## src/rtl/spi_pkg.sv

```systemverilog
// Shared FSM state type and edge-counter width for the SPI master.
package spi_pkg;

  localparam int unsigned SPI_EDGE_CNT_W = $clog2(2*32+1);

  typedef enum logic [2:0] {
    IDLE,
    SETUP,
    SHIFT,
    HOLD,
    DONE
  } spi_state_e;

endpackage

```

## src/rtl/spi_sck_gen.sv

```systemverilog
// Half-period tick, SCK level and leading/trailing edge strobes for the SPI master.
module spi_sck_gen
  import spi_pkg::*;
#(
  parameter int unsigned CLK_DIV_WIDTH = 4
) (
  input  logic                     clk,
  input  logic                     rst_n,
  input  logic                     en,
  input  logic                     shift,
  input  logic                     cpol,
  input  logic [CLK_DIV_WIDTH-1:0] div,
  output logic                     tick_c,
  output logic                     lead_c,
  output logic                     trail_c,
  output logic                     sck
);

  logic [CLK_DIV_WIDTH-1:0] cnt;

  assign tick_c  = en && (cnt == div);
  assign lead_c  = tick_c && shift && (sck == cpol);
  assign trail_c = tick_c && shift && (sck != cpol);

  // Half-period counter restarts from zero whenever the generator is idle.
  always_ff @(posedge clk or negedge rst_n) begin
    if (!rst_n) begin
      cnt <= '0;
    end else if (!en || tick_c) begin
      cnt <= '0;
    end else begin
      cnt <= cnt + CLK_DIV_WIDTH'(1);
    end
  end

  always_ff @(posedge clk or negedge rst_n) begin
    if (!rst_n) begin
      sck <= 1'b0;
    end else if (!en || !shift) begin
      sck <= cpol;
    end else if (tick_c) begin
      sck <= ~sck;
    end
  end

endmodule

```

## src/rtl/spi_multi_master.sv

```systemverilog
// SPI master with multiple chip selects, runtime CPOL/CPHA and clock divider.
// Optional internal loopback port when SPI_LOOPBACK_EN is defined.
module spi_multi_master
  import spi_pkg::*;
#(
  parameter int unsigned DATA_BIT_WIDTH = 16,
  parameter int unsigned NUM_SLAVES     = 4,
  parameter int unsigned CLK_DIV_WIDTH  = 4,
  parameter int unsigned LSB_FIRST      = 1,
  localparam int unsigned SEL_W = (NUM_SLAVES > 1) ? $clog2(NUM_SLAVES) : 1
) (
  input  logic                      clk,
  input  logic                      rst_n,
  input  logic                      en,
  input  logic                      start,
  input  logic [SEL_W-1:0]          slave_sel,
  input  logic                      cpol,
  input  logic                      cpha,
  input  logic [CLK_DIV_WIDTH-1:0]  clk_div,
  input  logic [DATA_BIT_WIDTH-1:0] data_in,
  output logic [DATA_BIT_WIDTH-1:0] data_out,
  output logic                      busy,
  output logic                      valid,
  output logic                      sck,
  output logic                      mosi,
  input  logic                      miso,
  output logic [NUM_SLAVES-1:0]     ss_n
`ifdef SPI_LOOPBACK_EN
  ,
  input  logic                      loopback
`endif
);

  localparam int unsigned EDGES = 2 * DATA_BIT_WIDTH;

  spi_state_e                state, nxt;
  logic [1:0]                rst_sync;
  logic [SEL_W-1:0]          sel_q, sel_d_c;
  logic                      cpol_q, cpha_q, cpol_d_c;
  logic [CLK_DIV_WIDTH-1:0]  div_q;
  logic [DATA_BIT_WIDTH-1:0] tx_q, rx_q;
  logic [SPI_EDGE_CNT_W-1:0] edge_cnt;
  logic                      accept_c, gen_en_c, active_nxt_c, lb_c, rx_bit_c;
  logic                      tick_c, lead_c, trail_c, adv_c, samp_c;
  logic [NUM_SLAVES-1:0]     ss_nxt_c;

  function automatic logic first_bit(input logic [DATA_BIT_WIDTH-1:0] w);
    return (LSB_FIRST != 0) ? w[0] : w[DATA_BIT_WIDTH-1];
  endfunction

  function automatic logic [DATA_BIT_WIDTH-1:0] shift_word(input logic [DATA_BIT_WIDTH-1:0] w);
    return (LSB_FIRST != 0) ? (w >> 1) : (w << 1);
  endfunction

  function automatic logic [DATA_BIT_WIDTH-1:0] insert_bit(input logic [DATA_BIT_WIDTH-1:0] w,
                                                           input logic b);
    return (LSB_FIRST != 0) ? {b, w[DATA_BIT_WIDTH-1:1]} : {w[DATA_BIT_WIDTH-2:0], b};
  endfunction

`ifdef SPI_LOOPBACK_EN
  assign lb_c = loopback;
`else
  assign lb_c = 1'b0;
`endif

  // Starts are refused until the reset release has passed through the synchroniser.
  assign accept_c = (state == IDLE) && en && start && rst_sync[1];
  assign gen_en_c = en && ((state == SETUP) || (state == SHIFT) || (state == HOLD));
  assign sel_d_c  = accept_c ? slave_sel : sel_q;
  assign cpol_d_c = accept_c ? cpol : cpol_q;
  assign adv_c    = cpha_q ? lead_c : trail_c;
  assign samp_c   = cpha_q ? trail_c : lead_c;
  assign rx_bit_c = lb_c ? mosi : miso;

  spi_sck_gen #(
    .CLK_DIV_WIDTH(CLK_DIV_WIDTH)
  ) u_sck_gen (
    .clk    (clk),
    .rst_n  (rst_n),
    .en     (gen_en_c),
    .shift  (state == SHIFT),
    .cpol   (cpol_d_c),
    .div    (div_q),
    .tick_c (tick_c),
    .lead_c (lead_c),
    .trail_c(trail_c),
    .sck    (sck)
  );

  always_ff @(posedge clk or negedge rst_n) begin
    if (!rst_n) begin
      state <= IDLE;
    end else begin
      state <= nxt;
    end
  end

  always_comb begin
    nxt          = state;
    active_nxt_c = 1'b0;
    ss_nxt_c     = '1;
    case (state)
      IDLE:    if (accept_c) nxt = SETUP;
      SETUP:   if (tick_c) nxt = SHIFT;
      SHIFT:   if (tick_c && (edge_cnt == SPI_EDGE_CNT_W'(EDGES - 1))) nxt = HOLD;
      HOLD:    if (tick_c) nxt = DONE;
      DONE:    nxt = IDLE;
      default: nxt = IDLE;
    endcase
    if (!en) nxt = IDLE;
    active_nxt_c = (nxt == SETUP) || (nxt == SHIFT) || (nxt == HOLD);
    if (active_nxt_c && !lb_c) begin
      for (int i = 0; i < NUM_SLAVES; i++) begin
        if (sel_d_c == SEL_W'(i)) ss_nxt_c[i] = 1'b0;
      end
    end
  end

  always_ff @(posedge clk or negedge rst_n) begin
    if (!rst_n) begin
      rst_sync <= '0;
      sel_q    <= '0;
      cpol_q   <= 1'b0;
      cpha_q   <= 1'b0;
      div_q    <= '0;
      tx_q     <= '0;
      rx_q     <= '0;
      edge_cnt <= '0;
      data_out <= '0;
      busy     <= 1'b0;
      valid    <= 1'b0;
      mosi     <= 1'b0;
      ss_n     <= '1;
    end else begin
      rst_sync <= {rst_sync[0], 1'b1};
      busy     <= (nxt != IDLE);
      valid    <= (nxt == DONE);
      ss_n     <= ss_nxt_c;
      if (state != SHIFT) begin
        edge_cnt <= '0;
      end else if (tick_c) begin
        edge_cnt <= edge_cnt + SPI_EDGE_CNT_W'(1);
      end
      // With cpha=0 the first bit is presented before the first SCK edge.
      if (accept_c) begin
        sel_q  <= slave_sel;
        cpol_q <= cpol;
        cpha_q <= cpha;
        div_q  <= clk_div;
        tx_q   <= cpha ? data_in : shift_word(data_in);
        mosi   <= cpha ? 1'b0 : first_bit(data_in);
        rx_q   <= '0;
      end else begin
        if (adv_c) tx_q <= shift_word(tx_q);
        if (samp_c) rx_q <= insert_bit(rx_q, rx_bit_c);
        if (!active_nxt_c) begin
          mosi <= 1'b0;
        end else if (adv_c) begin
          mosi <= first_bit(tx_q);
        end
      end
      if (nxt == DONE) data_out <= rx_q;
    end
  end

endmodule

```

## config.mk

```make
export PLATFORM = sky130hd
export DESIGN_NAME = spi_multi_master
export DESIGN_NICKNAME = d
export VERILOG_FILES = /design/src/rtl/spi_pkg.sv /design/src/rtl/spi_sck_gen.sv /design/src/rtl/spi_multi_master.sv
export SDC_FILE = /design/constraint.sdc
export NUM_CORES = 1
export LEC_CHECK = 0
export ABC_CLOCK_PERIOD_IN_PS = 4000
export CORE_MARGIN = 4
export CORE_UTILIZATION = 56
export CTS_CLUSTER_DIAMETER = 50
export DETAILED_ROUTE_END_ITERATION = 8
export MAX_ROUTING_LAYER = met4
export PLACE_DENSITY = 0.93
export SLEW_MARGIN = 5
export SYNTH_ARGS = -nofsm -noshare
export SYNTH_HDL_FRONTEND = slang
export SYNTH_SLANG_ARGS = --single-unit
```

## constraint.sdc

```tcl
create_clock -name clk -period 4 [get_ports clk]
set_input_delay 0.4 -clock clk [delete_from_list [all_inputs] [get_ports clk]]
set_output_delay 0.4 -clock clk [all_outputs]
set_load 0.005 [all_outputs]
```

After elaboration in Yosys (flattened, before gate mapping) --
Index checks and enable logic that the tools add are counted.
Operators by class: $add $sub $neg 2, equality and inequality tests 16, mux-type cells 29, bitwise operators 1, reduce and logical (&&, ||, !) cells 24
Operator list (number):
- $mux W16 | 5
- $mux W3 | 5
- $mux W7 | 2
- $mux W1 | 13
- $eq A3 B2 Y1 const B | 4
- $pmux W3 S4 | 1
- $logic_and A1 B1 Y1 | 9
- $mux W4 | 2
- $reduce_bool A2 Y1 | 4
- $add A7 B1 Y7 const B | 1
- $eq A7 B5 Y1 const B | 1
- $eq A3 B1 Y1 const B | 2
- $logic_or A1 B1 Y1 | 6
- $ne A3 B2 Y1 const B | 2
- $add A4 B1 Y4 const B | 1
- $eq A2 B2 Y1 const B | 2
- $eq A4 B4 Y1 | 1
- $eq A3 B3 Y1 const B | 1
- $logic_not A3 Y1 | 1
- $reduce_bool A3 Y1 | 1
- $eq A2 B1 Y1 const B | 1
- $logic_not A1 Y1 | 2
- $logic_not A2 Y1 | 1
- $mux W2 | 1
- 3 further kinds | 3
Word-level totals: flip-flop bits (word level) 80, output and inout port bits 24

Longest topological paths before layout --
Gate-level depths: netlist of the first run.
depth in word-level cells 14, depth in mapped cells 7, depth with buffers taken out 5

Modules after synthesis --
A second synthesis of the first run with hierarchy kept.
Second synthesis, totals: cells, all modules 345, area total of the unflattened synthesis 3606.0 um2
By module, submodules not included:
- spi_multi_master | times used 1, cells each 315, area an instance 3286.9 um2, seq. area each 1881.8 um2
- spi_sck_gen | times used 1, cells each 30, area an instance 319.1 um2, seq. area each 125.1 um2

Worst setup path after synthesis of the first run --
OpenSTA, ideal clock, no wires.
path type reg-to-reg, start point reg u_sck_gen.cnt[0], end point reg data_out[0], library setup time 0.127 ns, arrival time 1.696 ns, required time 3.873 ns, slack 2.176 ns, cell stages (with the launch flop) 6, path buffers 1, cells stage by stage dfrtp_1 xnor2_1 nand4_2 nor3_4 buf_6 mux2_1
Between the ends: word-level cells in the longest chain between the ends 7, elaborated cells on any way between the ends 9, those cells by class eq/ne: 2; mux: 5; reduce/logical: 2
Ends and longest elaborated chain:
- from (decl) | RTL line spi_sck_gen.sv:19 | logic [CLK_DIV_WIDTH-1:0] cnt;
- from (signal assigned) | RTL line spi_sck_gen.sv:32 | cnt <= cnt + CLK_DIV_WIDTH'(1);
- $eq A4 B4 Y1 (*) | RTL line spi_sck_gen.sv:21 | assign tick_c = en && (cnt == div);
- $logic_and A1 B1 Y1 (*) | RTL line spi_sck_gen.sv:21
- $logic_and A1 B1 Y1 | RTL line spi_multi_master.sv:105 | SHIFT: if (tick_c && (edge_cnt == SPI_EDGE_CNT_W'(EDGES - 1))) nxt = HOLD;
- $mux W3 | RTL line spi_multi_master.sv:105
- $pmux W3 S4 (*) | RTL line spi_multi_master.sv:102 | case (state)
- $mux W3 (*) | RTL line spi_multi_master.sv:110 | if (!en) nxt = IDLE;
- $eq A3 B3 Y1 (*) | RTL line spi_multi_master.sv:162 | if (nxt == DONE) data_out <= rx_q;
- to (signal assigned) | RTL line spi_multi_master.sv:162
- to (decl) | RTL line spi_multi_master.sv:21 | output logic [DATA_BIT_WIDTH-1:0] data_out,
Mark *: on every way between the ends. The rest lies on a longest branch, timed or not. A chain may end at the register's enable or synchronous reset.

Worst setup path in the final report of the first run --
start point reg div_q[3], end point reg data_out[4]
Between the ends: word-level cells in the longest chain between the ends 7, elaborated cells on any way between the ends 9, those cells by class eq/ne: 2; mux: 5; reduce/logical: 2
Ends and longest elaborated chain:
- from (decl) | RTL line spi_multi_master.sv:40 | logic [CLK_DIV_WIDTH-1:0] div_q;
- from (signal assigned) | RTL line spi_multi_master.sv:149 | div_q <= clk_div;
- $eq A4 B4 Y1 (*) | RTL line spi_sck_gen.sv:21
- $logic_and A1 B1 Y1 (*) | RTL line spi_sck_gen.sv:21
- $logic_and A1 B1 Y1 | RTL line spi_multi_master.sv:105
- $mux W3 | RTL line spi_multi_master.sv:105
- $pmux W3 S4 (*) | RTL line spi_multi_master.sv:102
- $mux W3 (*) | RTL line spi_multi_master.sv:110
- $eq A3 B3 Y1 (*) | RTL line spi_multi_master.sv:162
Marks and branches as above.

==> out/metrics.yaml, run 1 <==
ys_types: 53
vias: 3018
yosysWarnings: 0
grt_max_degree: 81
hpwl_um: 5470
vdd_drop_max_mv: 0.204
drt-wirelength-per-cell_um: 18.0
worst_slack_ps: 1360
setup_violations: 0
syn_to_final_growth_pct: 18.6
synthCells: 346
cp_top_family: "simple AND/OR/NAND/NOR gates"
cts_tree: "yes"
pre_cts_ws_ps: 1360
grt_use_total_pct: 22.1
p_leak_nw: 1.98
slowest_delay_ps: 880
synth_ff_type: "dfrtp_1"
synth_most_common_cell: "dfrtp_1"
min_path_type: "input pin to async pin"
drt_pass1_iterations: 5
grt_pass1_vias: 2954
synth_edf_count: 0
clock_latency_ps: 350
initial_core_util_pct: 57.3
final_cell_count_no_fill: 471
maxCapViolCount: 0
cp_slowest_cell: "nor3_4"
worstReg2RegEnd: "data_out[4]"
numPortBuffers: 52
via_per_inst: 6.41
power_mw: 1.90
required_ps: 4230
die_area_um2: 8300
avgSynthCellArea_um2: 11.2
tns_ps: 0
rsz0062_at_grt: "no"
clk_path_buf_depth: 2
synth_area_leader_cell: "dfrtp_1"
synth_top_area_share_pct: 49.1
core_area_um2: 6760
grt-ovfl-total: 0
yosys-top-cells-count: "dfrtp_1, nand2_1, nand4_1, a21oi_1, o31ai_1"
async_reset_ff_share_pct: 100
fin_crit_sh_pct: 65.9
antenna_found_initial: 0
path_cells: "xnor2_1 > nand4_2 > nor3_4 > mux2_2"
clk_pin_slew_ps: 80
cts-root-buf: "clkbuf_8"
gp_routability_congestion: 0.806
layout-drive-gt1-share_pct: 13.3
drt-initial-drc-count: 267
reg2reg_depth: 4
synth.area.top_cells: "dfrtp_1, mux2i_1, nand2_1"
cts_hold_buf: 0
period_minus_slack_ps: 2640
worst_slew_pin_slew_ps: 978
grt_pass1_wl_um: 14300
fmax_ghz: 0.379
cts_buffers: 9
ctsResizeCount: 0
regToRegStartpoint: "div_q[3]"
slew_headroom_pct: 34.8
slew_viol_final: 0
crit_type: "flip-flop to flip-flop"
critPathArrivalTime_ps: 2870
antennaDiodeCount: 0
drc: 0
rows: 30
syn_nets: 377
hold_viol_final: 0
die_w_um: 91.1
synth_seq_cells: 80
regToRegSetupSlack_ps: 1360
cts.sinks: 80
cts_setup_buffers: 0
start_kind: "flip-flop"
die_h_um: 91.1
ant_nets: 0
fin_skew_ps: 6.39
ys_seq_area_share_pct: 51.9
nNetsFinal: 417
num_io_pins: 53
path_max_fanout: 22
p_per_area_nw_per_um2: 413
synth_area_um2: 3870
cp-end-kind: "flip-flop"
path_buf_inv: 0
htreeDepth: 3
dp_cells: 455
outcome: "finished clean"
drt-total-wl_um: 8470
## metal layers
layer / GRT usage (%) / vias up / wire, um
met5: - / - / 0
met4: 11.7 / 0 / 275
met3: 3.15 / 26 / 469
met2: 33.4 / 134 / 4170
met1: 29.1 / 1490 / 3550
li1: - / 1368 / -
## worst register-to-register path, cell delays in order (launching register included)
cell and delay, ps:
dfrtp_1 400, xnor2_1 250, nand4_2 550, nor3_4 890, mux2_2 430
## state kept, by name, summed over array words and instances (netlist names), 2 cells and up
signal / flops
state: 3
u_sck_gen.cnt: 4
ss_n: 4
edge_cnt: 7
rx_q: 16
data_out: 16
rst_sync: 2
sel_q: 2
div_q: 4
tx_q: 16
## cell type report
class                           instances  area, um2
Multi-Input combinational cell        234       1710
Fill cell                             476       2170
Clock inverter                          5       56.3
Inverter                                3       11.3
Clock buffer                           11        141
Tap cell                               80        100
Sequential cell                        80       2010
Timing Repair Buffer                   58        563
## where the power goes
| group | switching [mW] | total (mW) | internal (mW) |
|---|---|---|---|
| clock network | 0.290 | 0.595 | 0.305 |
| registers | 0.0433 | 0.914 | 0.871 |
| logic | 0.243 | 0.387 | 0.143 |
## layout by cell type (no fill, tap or decap), types with 2 or more instances in the layout
| cell type | n |
|---|---|
| or4_1 | 2 |
| nand4_1 | 24 |
| mux2_1 | 10 |
| nand2_1 | 41 |
| o31ai_1 | 18 |
| o21a_1 | 2 |
| a41o_1 | 2 |
| and3_1 | 3 |
| ha_1 | 2 |
| dfrtp_1 | 76 |
| or3_1 | 2 |
| nor2_1 | 9 |
| nand3b_1 | 3 |
| buf_4 | 7 |
| clkbuf_8 | 10 |
| o221ai_1 | 5 |
| dfstp_2 | 4 |
| nor3_4 | 2 |
| xnor2_1 | 6 |
| nor3_1 | 3 |
| clkdlybuf4s50_1 | 51 |
| o211ai_1 | 2 |
| a31oi_1 | 3 |
| mux2i_1 | 16 |
| inv_1 | 3 |
| clkinv_2 | 2 |
| a21oi_1 | 21 |
| o21ai_0 | 5 |
| mux2_2 | 7 |
| nand3_1 | 15 |
| o221ai_2 | 10 |
## per-stage QoR
stage,hold slack [ps],cell area [um2],util [%]
after CTS,233,4590,67.9
after detailed placement,354,4390,65.0
after global placement,334,4390,65.0
final,205,4590,67.9
after global routing,284,4590,67.9
after floorplan,104,3870,-
## cell families after synthesis
logic type,Yosys count,synth area share (%)
AOI/OAI and AO/OA,72,14.6
DFF,80,51.9
xor gates and xnor gates,9,2.62
other,1,0.0969
muxes,34,9.47
adders and majority gates,2,0.647
and+or+nand+nor,116,16.7
buffers and inverters,32,3.94
## how the worst max path moves through the flow
stage                           from     endpoint  slack [ps]  depth (start not counted)
floorplan           u_sck_gen.cnt[0]  data_out[0]        2180                          5
global placement                  en      ss_n[2]        1510                          6
detailed placement          div_q[3]  data_out[4]        1360                          4
CTS                         div_q[3]  data_out[4]        1350                          4
global route                div_q[3]  data_out[4]        1160                          4
finish                      div_q[3]  data_out[4]        1360                          4
(Power assumes the default switching activity.)
==> inputs of run 2 (changes only) <==
--- a/config.mk
+++ b/config.mk
@@ -5,13 +5,13 @@
 export SDC_FILE = /design/constraint.sdc
 export NUM_CORES = 1
 export LEC_CHECK = 0
-export ABC_CLOCK_PERIOD_IN_PS = 4000
+export ABC_CLOCK_PERIOD_IN_PS = 2300
 export CORE_MARGIN = 4
-export CORE_UTILIZATION = 56
+export CORE_UTILIZATION = 49
 export CTS_CLUSTER_DIAMETER = 50
 export DETAILED_ROUTE_END_ITERATION = 8
 export MAX_ROUTING_LAYER = met4
-export PLACE_DENSITY = 0.93
+export PLACE_DENSITY = 0.87
 export SLEW_MARGIN = 5
 export SYNTH_ARGS = -nofsm -noshare
 export SYNTH_HDL_FRONTEND = slang
==> constraint.sdc (replaced) <==
create_clock -name clk -period 2.3 [get_ports clk]
set_input_delay 0.23 -clock clk [delete_from_list [all_inputs] [get_ports clk]]
set_output_delay 0.23 -clock clk [all_outputs]
set_load 0.005 [all_outputs]
==> out/metrics.yaml, run 2 (same netlist as run 1, synthesis figures left out) <==
drc: 0  # unchanged
die_area_um2: 9380  # +13%
clk_path_buf_depth: 2  # unchanged
outcome: "finished clean"
regToRegStartpoint: "state[1]"
required_ps: 2580  # -1650 ps
syn_to_final_growth_pct: 21.3
grt-ovfl-total: 0  # unchanged
cp_slowest_cell: "dfrtp_1"
path_cells: "nor4bb_4 > and2_1 > mux2_4 > or3_1"
layout.cells.most_common_list: "dfrtp_1, clkdlybuf4s50_1, nand2_1"
hpwl_um: 5460  # -0.24%
path_buf_inv: 0  # unchanged
cp_top_family: "simple AND/OR/NAND/NOR gates"
cp-end-kind: "flip-flop"
hold_viol_final: 0  # unchanged
num_io_pins: 53  # unchanged
rows: 32  # +6.7%
n_fill_cell: 613  # +29%
nNetsFinal: 427  # +2.4%
vias: 3017  # -0.033%
layout-drive-gt1-share_pct: 15.2  # +1.9 points
ctsResizeCount: 0  # unchanged
cts_buffers: 9  # unchanged
grt_use_total_pct: 18.8  # -3.3 points
drt-wirelength-per-cell_um: 16.3  # -9.3%
fin_skew_ps: 7.69  # +1.30 ps
worst_slew_pin_slew_ps: 555  # -423 ps
p_leak_nw: 2.03  # +2.5%
core_area_um2: 7690  # +14%
p_per_area_nw_per_um2: 706  # +71%
cts_hold_buf: 1  # +1
final_common_cell: "dfrtp_1"
start_kind: "flip-flop"
grt_max_degree: 45  # -44%
slowest_delay_ps: 500  # -380 ps
clock_latency_ps: 350  # about the same
crit_type: "flip-flop to flip-flop"
cts-root-buf: "clkbuf_8"
die_w_um: 96.9  # +6.3%
min_from: "rst_sync[0]"
slew_viol_final: 0  # unchanged
vdd_drop_max_mv: 0.494  # +140%
slew_headroom_pct: 62.7  # +28 points
drt-initial-drc-count: 206  # -23%
crit_start: "state[1]"
clk_pin_slew_ps: 80  # about the same
drt_pass1_iterations: 4  # -1
via_per_inst: 6.00  # -6.4%
biggestRegsByFlops: "data_out x16, rx_q x16, tx_q x16"
fin_crit_sh_pct: 84.8  # +19 points
drt-total-wl_um: 8200  # -3.2%
critPathArrivalTime_ps: 2230  # -640 ps
cts_tree: "yes"
cts_setup_buffers: 0  # unchanged
min_path_type: "flip-flop to flip-flop"
antenna_found_initial: 0  # unchanged
setup_violations: 0  # unchanged
rsz0062_at_grt: "no"
ant_nets: 0  # unchanged
die_h_um: 96.9  # +6.3%
grt_pass1_vias: 2942  # -0.41%
cts.sinks: 80  # unchanged
fin_util_pct: 61.1  # -6.9 points
antennaDiodeCount: 0  # unchanged
path_max_fanout: 11  # -50%
maxCapViolCount: 0  # unchanged
power_mw: 3.31  # +75%
period_minus_slack_ps: 1950  # -685 ps
initial_core_util_pct: 50.3  # -6.9 points
tns_ps: 0  # unchanged
htreeDepth: 3  # unchanged
numPortBuffers: 52  # unchanged
grt_pass1_wl_um: 14100  # -1.4%
gp_routability_congestion: 0.844  # +4.7%
fmax_ghz: 0.513  # +35%
==> run 2: cell count changes in the layout (fill, tap and decap cells not counted), sizes merged <==
cell	previous run	this run
buf	7	16
dlygate4sd3	0	1
==> run 2: final cells by class <==
class / count / area (um2) / area share [%]
clock inverters: 5 / 56.3 / 1.20
inverters: 3 / 11.3 / 0.240
flip-flops and latches: 80 / 2010 / 42.8
repair buffers: 68 / 641 / 13.6
well taps: 102 / 128 / 2.72
multi-input cells: 234 / 1710 / 36.4
clock buffers: 11 / 141 / 3.01
==> run 2: stage by stage <==
step,instance area [um2],setup WS (ps),std cells,hold WS (ps)
6_report,4690,349,503,351
5_1_grt,4690,250,503,373
4_1_cts,4690,350,503,354
3_5_place_dp,4490,148,486,241
3_3_place_gp,4490,194,486,240
2_1_floorplan,3870,476,346,-65.6
==> run 2: final timing paths <==
path | to | slack, ps | cells after the start
worst max register to register | ss_n[2] | 350 | 4
worst max-delay path | ss_n[2] | 350 | 4
min in group asynchronous | data_out[9] | 390 | 2
max in group asynchronous | cpha_q | 1230 | 3
worst min-delay path | rst_sync[1] | 350 | 0
worst min register to register | rst_sync[1] | 350 | 0
==> run 2: where the power goes <==
part	leakage, nW	switching (mW)	internal, mW	total (mW)
clock network	0.0993	0.505	0.530	1.03
logic	0.874	0.429	0.265	0.695
registers	1.06	0.0716	1.51	1.59
total	2.03	1.01	2.31	3.31
==> run 2: worst register-to-register path, stage by stage (launching register included) <==
cell and delay [ps]:
dfrtp_1 500, nor4bb_4 350, and2_1 300, mux2_4 350, or3_1 380
==> run 2: layer usage <==
| metal | GRT usage [%] | vias up | share of wire (%) |
|---|---|---|---|
| li1 | - | 1388 | - |
| met1 | 24.2 | 1523 | 43 |
| met2 | 29.2 | 94 | 50 |
| met3 | 4.97 | 12 | 5.3 |
| met4 | 5.83 | 0 | 1.5 |
| met5 | - | - | 0 |
==> inputs of run 3 (changes only) <==
--- a/config.mk
+++ b/config.mk
@@ -5,13 +5,13 @@
 export SDC_FILE = /design/constraint.sdc
 export NUM_CORES = 1
 export LEC_CHECK = 0
-export ABC_CLOCK_PERIOD_IN_PS = 2300
+export ABC_CLOCK_PERIOD_IN_PS = 1800
 export CORE_MARGIN = 4
-export CORE_UTILIZATION = 49
+export CORE_UTILIZATION = 55
 export CTS_CLUSTER_DIAMETER = 50
 export DETAILED_ROUTE_END_ITERATION = 8
 export MAX_ROUTING_LAYER = met4
-export PLACE_DENSITY = 0.87
+export PLACE_DENSITY = 0.92
 export SLEW_MARGIN = 5
 export SYNTH_ARGS = -nofsm -noshare
 export SYNTH_HDL_FRONTEND = slang
==> constraint.sdc (replaced) <==
create_clock -name clk -period 1.8 [get_ports clk]
set_input_delay 0.18 -clock clk [delete_from_list [all_inputs] [get_ports clk]]
set_output_delay 0.18 -clock clk [all_outputs]
set_load 0.005 [all_outputs]
==> out/metrics.yaml, run 3 (same netlist as run 1, synthesis figures left out) <==
outcome: "finished clean"
clk_pin_slew_ps: 90  # about the same
regToRegSetupSlack_ps: 50  # -300 ps
layout.cells.most_common_list: "dfrtp_1, clkdlybuf4s50_1, nand2_1"
path_max_fanout: 7  # -4
vdd_drop_max_mv: 0.484  # -2.0%
rsz0062_at_grt: "yes"
htreeDepth: 3  # unchanged
drt-total-wl_um: 9460  # +15%
cts_tree: "yes"
die_h_um: 91.9  # -5.2%
die_w_um: 91.9  # -5.2%
slew_headroom_pct: 65.0  # +2.3 points
dp_cells: 494  # +1.6%
drc: 0  # unchanged
vias: 3204  # +6.2%
syn_to_final_growth_pct: 31.7
fin_crit_sh_pct: 97.4  # +13 points
core_area_um2: 6830  # -11%
final_common_cell: "dfrtp_1"
crit_type: "flip-flop to flip-flop"
drt_pass1_iterations: 5  # +1
hpwl_um: 5940  # +8.8%
via_per_inst: 6.20  # +3.3%
num_io_pins: 53  # unchanged
biggestRegsByFlops: "data_out x16, rx_q x16, tx_q x16"
power_mw: 4.67  # +41%
tns_ps: 0  # unchanged
initial_core_util_pct: 56.6  # +6.3 points
clk_path_buf_depth: 2  # unchanged
numPortBuffers: 52  # unchanged
start_kind: "flip-flop"
p_per_area_nw_per_um2: 917  # +30%
drt-initial-drc-count: 271  # +32%
fmax_ghz: 0.570  # +11%
cts.sinks: 80  # unchanged
required_ps: 2090  # -490 ps
antennaDiodeCount: 0  # unchanged
antenna_found_initial: 0  # unchanged
cp-end-kind: "flip-flop"
p_leak_nw: 2.21  # +8.8%
cts_buffers: 9  # unchanged
die_area_um2: 8440  # -10%
slew_viol_final: 0  # unchanged
hold_viol_final: 0  # unchanged
nNetsFinal: 447  # +4.7%
grt_use_total_pct: 23.7  # +4.9 points
cts-root-buf: "clkbuf_8"
gp_routability_congestion: 0.804  # -4.8%
grt_pass1_vias: 3150  # +7.1%
clock_latency_ps: 370  # +20 ps
whs_ps: 332  # -18.8 ps
min_path_type: "input pin to async pin"
ant_nets: 0  # unchanged
final_cell_count_no_fill: 517  # +2.8%
n_fill_cell: 453  # -26%
layout-drive-gt1-share_pct: 21.4  # +6.2 points
period_minus_slack_ps: 1750  # -198 ps
fin_skew_ps: 11.9  # +4.23 ps
worst_slew_pin_slew_ps: 525  # -29.8 ps
grt_max_degree: 45  # unchanged
maxCapViolCount: 0  # unchanged
critPathArrivalTime_ps: 2040  # -190 ps
grt_pass1_wl_um: 15500  # +9.7%
drt-wirelength-per-cell_um: 18.3  # +12%
grt-ovfl-total: 0  # unchanged
rows: 30  # -6.3%
setup_violations: 0  # unchanged
run 3: worst paths after layout:
kind | startpoint | endpoint | depth (start not counted)
max | u_sck_gen.cnt[3] | edge_cnt[3] | 5
min in group clk | clk_div[1] | div_q[1] | 3
max reg2reg | u_sck_gen.cnt[3] | edge_cnt[3] | 5
min | rst_n | edge_cnt[3] | 2
min reg2reg | rst_sync[0] | rst_sync[1] | 0
max in group asynchronous | rst_n | tx_q[13] | 3
run 3: where the power goes:
group,internal [mW],total [mW],switching [mW]
combinational,0.509,1.12,0.608
clock,0.798,1.52,0.721
sequential,1.93,2.04,0.102
run 3: layer usage:
layer,global-route usage (%),part of all wire [%],vias to the layer above
met5,-,0,-
met1,30.6,41,1602
met4,9.78,2.0,0
met2,36.7,52,143
li1,-,-,1436
met3,4.92,5.3,23
run 3: critical path: stages, from the launching register on:
cell	delay, ps
dfrtp_1	440
xnor2_2	250
nand4_4	180
buf_6	180
or4_1	460
a21oi_1	170
run 3: cell type report:
class,count,area (um2),share of cell area [%]
well taps,96,120,2.36
clock inverters,7,103,2.01
multi-input cells,234,1790,35.0
repair buffers,88,942,18.5
clock buffers,9,124,2.43
flip-flops and latches,80,2010,39.4
inverters,3,11.3,0.221
run 3: timing repair:
action | CTS | global route
hold buffers | 1 | 0
endpoints found under the setup margin | 3 | 52
pin swaps | 1 | 8
buffers inserted | 0 | 4
resized for setup | 4 | 10
cloned | 0 | 2
endpoints found under the hold margin | 34 | 0
run 3: through the flow:
step                setup WS, ps  instance area (um2)  util [%]
detailed placement          -273                 4680      68.6
CTS                         2.67                 4940      72.4
global route               -15.2                 5090      74.6
global placement            -210                 4680      68.6
floorplan                   14.8                 3870         -
finish                      47.0                 5090      74.6
